==> src/rtl/mult_digit_serial.sv <==
// Digit-serial unsigned multiplier: one DIGIT x DIGIT partial product per clock,
// shifted into place and accumulated into a 2*WIDTH product, with start/ready/busy/done handshake.
module mult_digit_serial #(
    parameter int WIDTH = 8,
    parameter int DIGIT = 4
) (
    input  logic               clk,
    input  logic               rst_n,
    input  logic               start,
    input  logic [WIDTH-1:0]   a,
    input  logic [WIDTH-1:0]   b,
    output logic               ready,
    output logic               busy,
    output logic               done,
    output logic [2*WIDTH-1:0] product
);

    localparam int NDIG  = WIDTH / DIGIT;
    localparam int NSTEP = NDIG * NDIG;
    localparam int SW    = (NSTEP > 1) ? $clog2(NSTEP) : 1;

    typedef enum logic [1:0] {
        ST_IDLE = 2'd0,
        ST_RUN  = 2'd1,
        ST_DONE = 2'd2
    } state_e;

    state_e               state_q, state_d;
    logic [SW-1:0]        step_q, step_d;
    logic [WIDTH-1:0]     a_q, a_d;
    logic [WIDTH-1:0]     b_q, b_d;
    logic [2*WIDTH-1:0]   product_q, product_d;
    logic                 ready_q, ready_d;
    logic                 busy_q, busy_d;
    logic                 done_q, done_d;

    int unsigned          dig_i_s, dig_j_s;
    logic [WIDTH-1:0]     a_shift_s, b_shift_s;
    logic [DIGIT-1:0]     a_dig_s, b_dig_s;
    logic [2*DIGIT-1:0]   pp_s;
    logic [2*WIDTH-1:0]   term_s;
    logic                 last_step_s;

    // Digit pair selection and shifted partial product for the current step
    always_comb begin
        dig_i_s     = 32'(step_q) / NDIG;
        dig_j_s     = 32'(step_q) % NDIG;
        a_shift_s   = a_q >> (dig_i_s * DIGIT);
        b_shift_s   = b_q >> (dig_j_s * DIGIT);
        a_dig_s     = a_shift_s[DIGIT-1:0];
        b_dig_s     = b_shift_s[DIGIT-1:0];
        pp_s        = (2*DIGIT)'(a_dig_s) * (2*DIGIT)'(b_dig_s);
        term_s      = (2*WIDTH)'(pp_s) << (DIGIT * (dig_i_s + dig_j_s));
        last_step_s = (step_q == SW'(NSTEP - 1));
    end

    // Next-state, accumulation and handshake outputs
    always_comb begin
        state_d   = state_q;
        step_d    = step_q;
        a_d       = a_q;
        b_d       = b_q;
        product_d = product_q;
        done_d    = 1'b0;

        case (state_q)
            ST_IDLE: begin
                if (start) begin
                    state_d   = ST_RUN;
                    step_d    = '0;
                    a_d       = a;
                    b_d       = b;
                    product_d = '0;
                end else begin
                    state_d = ST_IDLE;
                end
            end
            ST_RUN: begin
                product_d = product_q + term_s;
                // step stays on the last index; only an accept rewinds it
                if (last_step_s) begin
                    state_d = ST_DONE;
                    done_d  = 1'b1;
                end else begin
                    step_d = step_q + SW'(1);
                end
            end
            ST_DONE: begin
                if (start) begin
                    state_d   = ST_RUN;
                    step_d    = '0;
                    a_d       = a;
                    b_d       = b;
                    product_d = '0;
                end else begin
                    state_d = ST_IDLE;
                end
            end
            default: begin
                state_d = ST_IDLE;
                step_d  = '0;
            end
        endcase

        ready_d = (state_d != ST_RUN);
        busy_d  = (state_d == ST_RUN);
    end

    // State and datapath registers
    always_ff @(posedge clk or negedge rst_n) begin
        if (!rst_n) begin
            state_q   <= ST_IDLE;
            step_q    <= '0;
            a_q       <= '0;
            b_q       <= '0;
            product_q <= '0;
            ready_q   <= 1'b1;
            busy_q    <= 1'b0;
            done_q    <= 1'b0;
        end else begin
            state_q   <= state_d;
            step_q    <= step_d;
            a_q       <= a_d;
            b_q       <= b_d;
            product_q <= product_d;
            ready_q   <= ready_d;
            busy_q    <= busy_d;
            done_q    <= done_d;
        end
    end

    assign ready   = ready_q;
    assign busy    = busy_q;
    assign done    = done_q;
    assign product = product_q;

endmodule

==> config.mk <==
export PLATFORM = sky130hd
export DESIGN_NAME = mult_digit_serial
export DESIGN_NICKNAME = d
export VERILOG_FILES = /design/src/rtl/mult_digit_serial.sv
export SDC_FILE = /design/constraint.sdc
export NUM_CORES = 1
export LEC_CHECK = 0
export CAP_MARGIN = 20
export CORE_ASPECT_RATIO = 1.75
export CORE_MARGIN = 10
export CORE_UTILIZATION = 43
export DETAILED_ROUTE_END_ITERATION = 6
export PLACE_DENSITY = 0.62
export SLEW_MARGIN = 5
export SYNTH_ARGS = -nofsm -noshare
export SYNTH_HDL_FRONTEND = slang
export SYNTH_SLANG_ARGS = --single-unit
==> constraint.sdc <==
create_clock -name clk -period 11.7 [get_ports clk]
set_clock_uncertainty 0.15 [all_clocks]
set_input_delay 2.34 -clock clk [delete_from_list [all_inputs] [get_ports clk]]
set_output_delay 2.34 -clock clk [all_outputs]
set_load 0.02 [all_outputs]
Yosys cells after proc, flatten, opt, wreduce, memory -nomap -nowiden
Cells that the tools add are included.
{"block": "totals", "reg_bits": 39, "input_bits": 19, "wordCells": 38}
{"block": "op_classes", "n_reduce_logical": 6, "shift": 3, "multipliers": 1, "eq_ne": 7, "muxes": 10, "addsub": 3}
{"cell": "case mux 16 bit (2 select lines)", "count": 1}
{"cell": "adder 16 bit", "count": 1}
{"cell": "2-to-1 mux 16 bit", "count": 1}
{"cell": "left shift 8 x 4 -> 16 bit", "count": 1}
{"cell": "right shift 8 x 3 -> 4 bit", "count": 2}
{"cell": "multiplier 4 x 4 -> 8 bit", "count": 1}
{"cell": "case mux 2 bit (2 select lines)", "count": 2}
{"cell": "2-to-1 mux 2 bit", "count": 3}
{"cell": "AND reduction 2 bit", "count": 3}
{"cell": "equality test 2 x 1 -> 1 bit (second input constant)", "count": 2}
{"cell": "equality test 2 bit (second input constant)", "count": 2}
{"cell": "inequality test 2 x 1 -> 1 bit (second input constant)", "count": 2}
{"cell": "2-to-1 mux 1 bit", "count": 3}
{"cell": "adder 1 x 1 -> 2 bit", "count": 1}
{"cell": "adder 2 x 1 -> 2 bit (second input constant)", "count": 1}
{"cell": "logical NOT 2 bit", "count": 1}
{"cell": "inequality test 2 bit (second input constant)", "count": 1}
{"cell": "nonzero test 2 bit", "count": 1}
{"cell": "OR reduction 2 bit", "count": 1}

Longest topological paths before layout
Gate-level depths: netlist of the first run.
{"block": "depth", "ltp_word": 5, "mapped_depth": 22}

Worst setup path before layout of the first run
Ideal clock, no wire load.
{"block": "synth_timing", "path_kind": "flip-flop to flip-flop", "start": "register step_q[0]", "end": "register product_q[15] (netlist: product[15])", "path_stages_with_launch": 22, "arrival_ns": 4.882, "synth_period_minus_slack_ns": 5.153, "slack_ns": 6.547, "path_cell_list": "dfrtp_1 clkbuf_1 mux2i_1 or2_2 fa_1 inv_1 fa_1 inv_1 fa_1 inv_1 a21o_1 a21oi_1 xnor2_1 nand2_1 o22ai_1 ha_1 and3_1 nor2b_4 a32oi_1 a21oi_1 or4b_4 a41o_1"}
{"block": "synth_via", "elab_chain_len": 5}
{"element": "from (decl)", "line_no": "29", "text": "logic [SW-1:0] step_q, step_d;"}
{"element": "from (signal assigned)", "line_no": "122", "text": "step_q <= step_d;"}
{"element": "right shift 8 x 3 -> 4 bit", "line_no": "49", "text": "b_shift_s = b_q >> (dig_j_s * DIGIT);"}
{"element": "multiplier 4 x 4 -> 8 bit", "line_no": "52", "text": "pp_s = (2*DIGIT)'(a_dig_s) * (2*DIGIT)'(b_dig_s);"}
{"element": "left shift 8 x 4 -> 16 bit (*)", "line_no": "53", "text": "term_s = (2*WIDTH)'(pp_s) << (DIGIT * (dig_i_s + dig_j_s));"}
{"element": "adder 16 bit (*)", "line_no": "79", "text": "product_d = product_q + term_s;"}
{"element": "case mux 16 bit (2 select lines) (*)", "line_no": "66", "text": "case (state_q)"}
{"element": "to (signal assigned)", "line_no": "125", "text": "product_q <= product_d;"}
{"element": "to (decl)", "line_no": "32", "text": "logic [2*WIDTH-1:0] product_q, product_d;"}
Every way passes the cells marked *; elsewhere a longest branch is shown, timed or not.
A chain may end at the register's enable or synchronous reset.

Worst setup path in the final report of the first run
{"block": "layout_timing", "start": "register step_q[1]", "end": "register product_q[15] (netlist: product[15])"}
{"block": "layout_via", "elab_chain_len": 5}
{"element": "right shift 8 x 3 -> 4 bit", "line_no": "48", "text": "a_shift_s = a_q >> (dig_i_s * DIGIT);"}
{"element": "multiplier 4 x 4 -> 8 bit", "line_no": "52"}
{"element": "left shift 8 x 4 -> 16 bit (*)", "line_no": "53"}
{"element": "adder 16 bit (*)", "line_no": "79"}
{"element": "case mux 16 bit (2 select lines) (*)", "line_no": "66"}
Marks and branches as above.

==> results of run 1 <==
==> Yosys cell counts (all sizes together) (2+ instances only) <==
cell     n  area [um^2]
xnor2    5        43.79
a21oi   14        81.33
dfrtp   38        950.9
mux2i    9        90.09
fa       5        100.1
o21bai   3        22.52
xor2    11        96.34
clkbuf   8        30.03
buf      4        31.27
o22ai    5        31.28
and3     2        13.77
a41o     2        20.02
a21o     7        53.80
nor2b   11        76.32
o21a     2        15.01
inv     12        45.04
nor3     5        25.02
a22o     5        43.79
ha      28        350.3
or2      5        31.28
o21ai   15        75.07
nand2b   4        25.02
nand3    3        15.01
or2b     2        16.27
nor2    29        108.9
and2     2        12.51
mux2     2        22.52
nand2   62        232.7
==> logic make-up after synthesis <==
logic type / count (synthesis) / share of synthesized area [%]
AO/OA/AOI/OAI: 63 / 15.54
XOR/XNOR: 16 / 4.945
buffers and inverters: 24 / 3.752
flip-flops: 39 / 34.48
multiplexers: 11 / 3.974
adder cells (fa/ha/maj): 33 / 15.89
AND/OR/NAND/NOR: 131 / 21.41
==> worst max path at each step <==
stage,start,endpoint,slack [ps]
finish,step_q[1],product[15],6100
detailed placement,step_q[1],product[15],6070
global placement,step_q[1],product[15],6210
CTS,step_q[1],product[15],6070
floorplan,step_q[0],product[15],6550
global route,step_q[1],product[15],5710
==> layout make-up <==
cell class	count	area (um^2)	area share [%]
multi-input combinational	254	1750	51.47
sequential	39	977.2	28.73
timing repair buffer	39	380.4	11.18
clock buffer	5	125.1	3.679
tap	82	102.6	3.017
inverter	12	45.04	1.325
clock inverter	3	20.02	0.5887
==> power by group <==
group | total [mW] | switching (mW) | internal, mW
clock network | 0.137 | 0.0585 | 0.0786
registers | 0.242 | 0.0438 | 0.198
logic | 0.793 | 0.458 | 0.335
total | 1.17 | 0.561 | 0.611
==> stage by stage <==
step | util [%] | instance area, um^2 | instances | power (mW) | worst slack [ps]
floorplan | - | 2834 | 317 | 0.8342 | 6547
global placement | 50.16 | 3256 | 426 | 1.023 | 6212
detailed placement | 50.16 | 3256 | 426 | 1.042 | 6068
CTS | 52.40 | 3401 | 434 | 1.182 | 6074
global route | 52.40 | 3401 | 434 | 1.288 | 5706
finish | 52.40 | 3401 | 434 | 1.172 | 6095
==> sequential cells by signal, summed over array words and instances, names as in the netlist <==
register  cells
b_q           8
a_q           8
step_q        2
state_q       2
done          1
busy          1
product      16
ready         1
==> metal layers <==
layer  share of wire (%)  up-vias
met2                  57       39
met3                 3.3       10
met4                 2.5        0
met5                   0        -
met1                  37     1083
li1                    -     1159
==> critical path: cells and delay by family (launching register included) <==
| kind | cells | cell delay (ps) |
|---|---|---|
| flops | 1 | 530 |
| simple gates | 4 | 770 |
| buf+inv | 3 | 190 |
| mux | 1 | 220 |
| fa+ha+maj | 4 | 1840 |
| compound gates | 8 | 1570 |
| xor+xnor | 1 | 210 |
==> run metrics, run 1 <==
chip width=81.37 um; drt via density=5.279; transition time of the tightest slew-check pin=slightly above 1000 ps; GRT busiest layer=met2; Reg2Reg Launch Point=step_q[1]; number of buffers added on ports=37; clk_lat worst skew=290 ps; vias in the first global route=2,430; initial DRC count=112; DP HPWL=5340 um; asr flop ratio synth=100.0%; nets@finish=403; Synth Instances=317; run status=finished, final reports clean; WL final=6645 um; CP Cell Sequence=mux2i_1 > or2_2 > fa_1 > inv_1 > fa_1 > inv_1 > fa_1 > inv_1 > a21o_1 > a21oi_1 > xnor2_1 > nand2_1 > o22ai_1 > ha_1 > and3_1 > nor2b_4 > a32oi_1 > a21oi_1 > o311ai_0 > a21oi_1 > a41o_1; worst path arrival time=5640 ps; TNS Setup=0 ps; FF-to-FF End=product[15]; Syn Nets=369; antenna cell count=0; final-layout fill cell count=633; Worst Reg-to-Reg Cells=21; most frequent cells in the layout=62 x nand2_1, 38 x dfrtp_1, 36 x clkdlybuf4s50_1; f_max=0.1784 GHz; Initial Util=43.67%; fin crit period=5605 ps; Slew Viols, Final=0; initial antenna violation count=0; Setup Fix Bufs, Post-CTS=0; placer congestion estimate=~0.90; Synthesis Warnings=0; Yosys reg bits=39; hold slack final=320.7 ps; Max-Cap Viols=0; vias=~2,300; clk sink count=39; ys flop type=dfrtp_1; worst vdd ir=approximately 0.00014 V; core area=0.006490 mm^2; leading cell type in the layout, fill and taps excluded=nand2_1; Hold Buf Count CTS=0; Clock Path Buffers=2; Resized cells post-CTS=0; worst hold path endpoint=a_q[2]; Post-synth EDFFs=0; max_slew headroom=approximately a third; Worst Hold Path Cells=2; Worst path slowest cell=fa_1; Synth cell types=53; DR pass1 iterations=4; fin crit share=47.90%; largest net degree at the start of global routing=40; Req. time, crit path=11,730 ps; layout cells sized above 1=approximately 7.7%; Ports=38; WS Path Type=flop to flop; Final ANT Viol Nets=0; GR Overflow Total=0; Syn Area/Cell=8.940 um^2; Hold Path Class=flop to flop; slowest stage delay, CP=560 ps; DRC=0; sequential share of the synthesized area=approximately a third; met1 GRT Util=13.14%; WL/cell=15.31 um; CTS tree=built; startpoint types=flop; Clock Pin Slew Worst Setup and Hold Paths=60 ps; Fin. Hold Viols=0; min-delay src=a_q[2]; die area=0.01037 mm^2; # rows=39; Final setup viols=0; met3 Use GR=2.458%; CP max FO=6; first-pass GRT wire length=11,010 um; RSZ-0062 raised after global routing=no; met2 GRT Util=25.69%; GRT Total Usage=a little over an eighth; CTS HTree Levels=2; die span in y=about 130 um; Synth-to-Final Area Change=20.00%; root buf cell=clkbuf_16; R2R setup slack=6100 ps; CP endpoint kind=flop; Power Density=344.7 mW/mm^2; Syn Std Cell Area=0.002834 mm^2; CTS buffer count=5; P_leak=1.653 nW
No activity file was read; power rests on OpenSTA's default activity.
==> inputs of run 2 (changes only) <==
==> constraint.sdc (replaced) <==
create_clock -name clk -period 5.4 [get_ports clk]
set_clock_uncertainty 0.15 [all_clocks]
set_input_delay 1.08 -clock clk [delete_from_list [all_inputs] [get_ports clk]]
set_output_delay 1.08 -clock clk [all_outputs]
set_load 0.02 [all_outputs]
==> run 2 against run 1 <==
Against the previous run:
- largest cell class unchanged
- highest routed layer unchanged
- critical path type unchanged
- critical endpoint unchanged
- global-route usage grew 0.17 points
- via count grew 4.0%
- sequential share of layout area is 1.3 points lower
==> run metrics, run 2 (synthesis gave the netlist of run 1 again) <==
run status=finished, final reports clean (unchanged); Largest register FFs=16 (unchanged); Clock Pin Slew Worst Setup and Hold Paths=60 ps (about the same); first-pass GRT wire length=11,110 um (was 11,010 um); largest net degree at the start of global routing=40 (unchanged); GRT Total Usage=13.62% (was 13.45%); core area=0.006490 mm^2 (unchanged); CTS HTree Levels=2 (unchanged); Final setup viols=0 (unchanged); Ports=38 (unchanged); CTS tree=built (unchanged); Hold Buf Count CTS=0 (unchanged); chip width=81.37 um (unchanged); WL final=6861 um (was 6645 um); GR Overflow Total=0 (unchanged); DR pass1 iterations=4 (unchanged); CP max FO=7 (was 6); placer congestion estimate=0.8642 (was 0.8961); worst path arrival time=5220 ps (was 5640 ps); clk sink count=39 (unchanged); transition time of the tightest slew-check pin=1001 ps (was 1011 ps); Initial Util=43.67% (unchanged); Fin. Hold Viols=0 (unchanged); slowest stage delay, CP=530 ps (was 560 ps); TNS Setup=0 ps (unchanged); f_max=0.1926 GHz (was 0.1784 GHz); fin crit period=5193 ps (was 5605 ps); max_slew headroom=32.99% (was 32.37%); Worst Hold Path Cells=2 (unchanged); CP Cell Sequence=mux2i_4 > or2_2 > fa_1 > inv_1 > fa_1 > ha_1 > a21oi_2 > nor2b_1 > nor2_1 > xor2_1 > o22ai_1 > ha_1 > and3_1 > nor2b_4 > a32oi_2 > a21oi_2 > or4b_4 > a41o_1 (was mux2i_1 > or2_2 > fa_1 > inv_1 > fa_1 > inv_1 > fa_1 > inv_1 > a21o_1 > a21oi_1 > xnor2_1 > nand2_1 > o22ai_1 > ha_1 > and3_1 > nor2b_4 > a32oi_1 > a21oi_1 > o311ai_0 > a21oi_1 > a41o_1); vias in the first global route=2,440 (was 2,430); startpoint types=flop (unchanged); Post-DP Area=0.003331 mm^2 (was 0.003256 mm^2); worst setup path start=step_q[1] (unchanged); CTS buffer count=5 (unchanged); WS Path Type=flop to flop (unchanged); fin crit share=96.16% (was 47.90%); Final ANT Viol Nets=0 (unchanged); final non-filler cell area=0.003575 mm^2 (was 0.003401 mm^2); # rows=39 (unchanged); Worst path slowest cell=fa_1 (unchanged); die span in y=127.4 um (unchanged); hold slack final=326.7 ps (was 320.7 ps); drt via density=5.353 (was 5.279); DRC=0 (unchanged); vias=2,382 (was 2,291); leading cell type in the layout, fill and taps excluded=nand2_1 (unchanged); Max-Cap Viols=0 (unchanged); Slew Viols, Final=0 (unchanged); Clock Path Buffers=2 (unchanged); final-layout fill cell count=606 (was 633); initial antenna violation count=0 (unchanged); initial DRC count=104 (was 112); CP endpoint kind=flop (unchanged); DP HPWL=5437 um (was 5340 um); number of buffers added on ports=37 (unchanged); most frequent cells in the layout=62 x nand2_1, 36 x dfrtp_1, 36 x clkdlybuf4s50_1 (was 62 x nand2_1, 38 x dfrtp_1, 36 x clkdlybuf4s50_1); root buf cell=clkbuf_16 (unchanged); clk_lat worst skew=290 ps (about the same); Synth-to-Final Area Change=26.14% (was 20.00%); WL/cell=15.42 um (was 15.31 um); nets@finish=414 (was 403); Reg2Reg Launch Point=step_q[1] (unchanged); die area=0.01037 mm^2 (unchanged); min-delay src=b_q[7] (was a_q[2]); Req. time, crit path=5430 ps (was 11,730 ps); layout cells sized above 1=14.60% (was 7.670%); Worst Reg-to-Reg Cells=18 (was 21); antenna cell count=0 (unchanged); Hold Path Class=flop to flop (unchanged)
## run 2: cell count changes in the layout (fill, tap and decap cells not counted), sizes merged
cell / before / now
buf: 3 / 14
## run 2: path summary, 6_finish.rpt
kind	endpoint	slack, ps
setup / recovery	product[15]	210
hold / removal	b_q[7]	330
setup reg to reg	product[15]	210
hold reg to reg	b_q[7]	330
max in group asynchronous	step_q[1]	3730
min in group asynchronous	product[11]	750
## run 2: layout make-up
class,count,area (um^2),share of cell area (%)
Clock inverter,3,20.02,0.5600
Tap cell,82,102.6,2.870
Timing Repair Buffer,50,462.9,12.95
Clock buffer,5,125.1,3.500
Multi-Input combinational cell,254,1839,51.45
Sequential cell,39,979.7,27.41
Inverter,12,45.04,1.260
## run 2: repair_timing
| action | in CTS | in global routing |
|---|---|---|
| pin swaps | 0 | 9 |
| setup buffers | 0 | 1 |
| endpoints found under the setup margin | 1 | 3 |
| resized for setup | 2 | 18 |
## run 2: per-layer routing
layer  GRT usage [%]  part of all wire (%)  up-vias
met5               0                     0        -
met4           7.062                   3.8        0
met3           2.739                   3.5       16
met2           26.34                    58       51
met1           12.45                    35     1139
li1                -                     -     1176
## run 2: per-stage QoR
step / cells / util, % / worst slack (ps)
final: 445 / 55.08 / 207.3
after global routing: 445 / 55.08 / -5.982
after CTS: 444 / 53.67 / 56.11
after detailed placement: 436 / 51.32 / -41.91
after global placement: 436 / 51.32 / 1.505
after floorplan: 317 / - / 247.1
## run 2: critical path, delay by kind of cell, from the launching register on
family | cells | cell delay [ps]
AOI/OAI and AO/OA | 5 | 910
xor gates and xnor gates | 1 | 220
adders and majority gates | 4 | 1710
buffers and inverters | 1 | 60
DFF | 1 | 480
muxes | 1 | 220
and+or+nand+nor | 6 | 1330
Power of run 2 is left out: the tool's default activity adds up to more than one toggle a clock period on the data nets, which glitch-free logic cannot reach.
==> inputs of run 3 (changes only) <==
--- a/config.mk
+++ b/config.mk
@@ -5,7 +5,6 @@
 export SDC_FILE = /design/constraint.sdc
 export NUM_CORES = 1
 export LEC_CHECK = 0
-export CAP_MARGIN = 20
 export CORE_ASPECT_RATIO = 1.75
 export CORE_MARGIN = 10
 export CORE_UTILIZATION = 43
==> results of run 3 <==
The final DEF is identical to that of run 2; final timing and power are the same.
Power of run 3 is left out for the same reason.
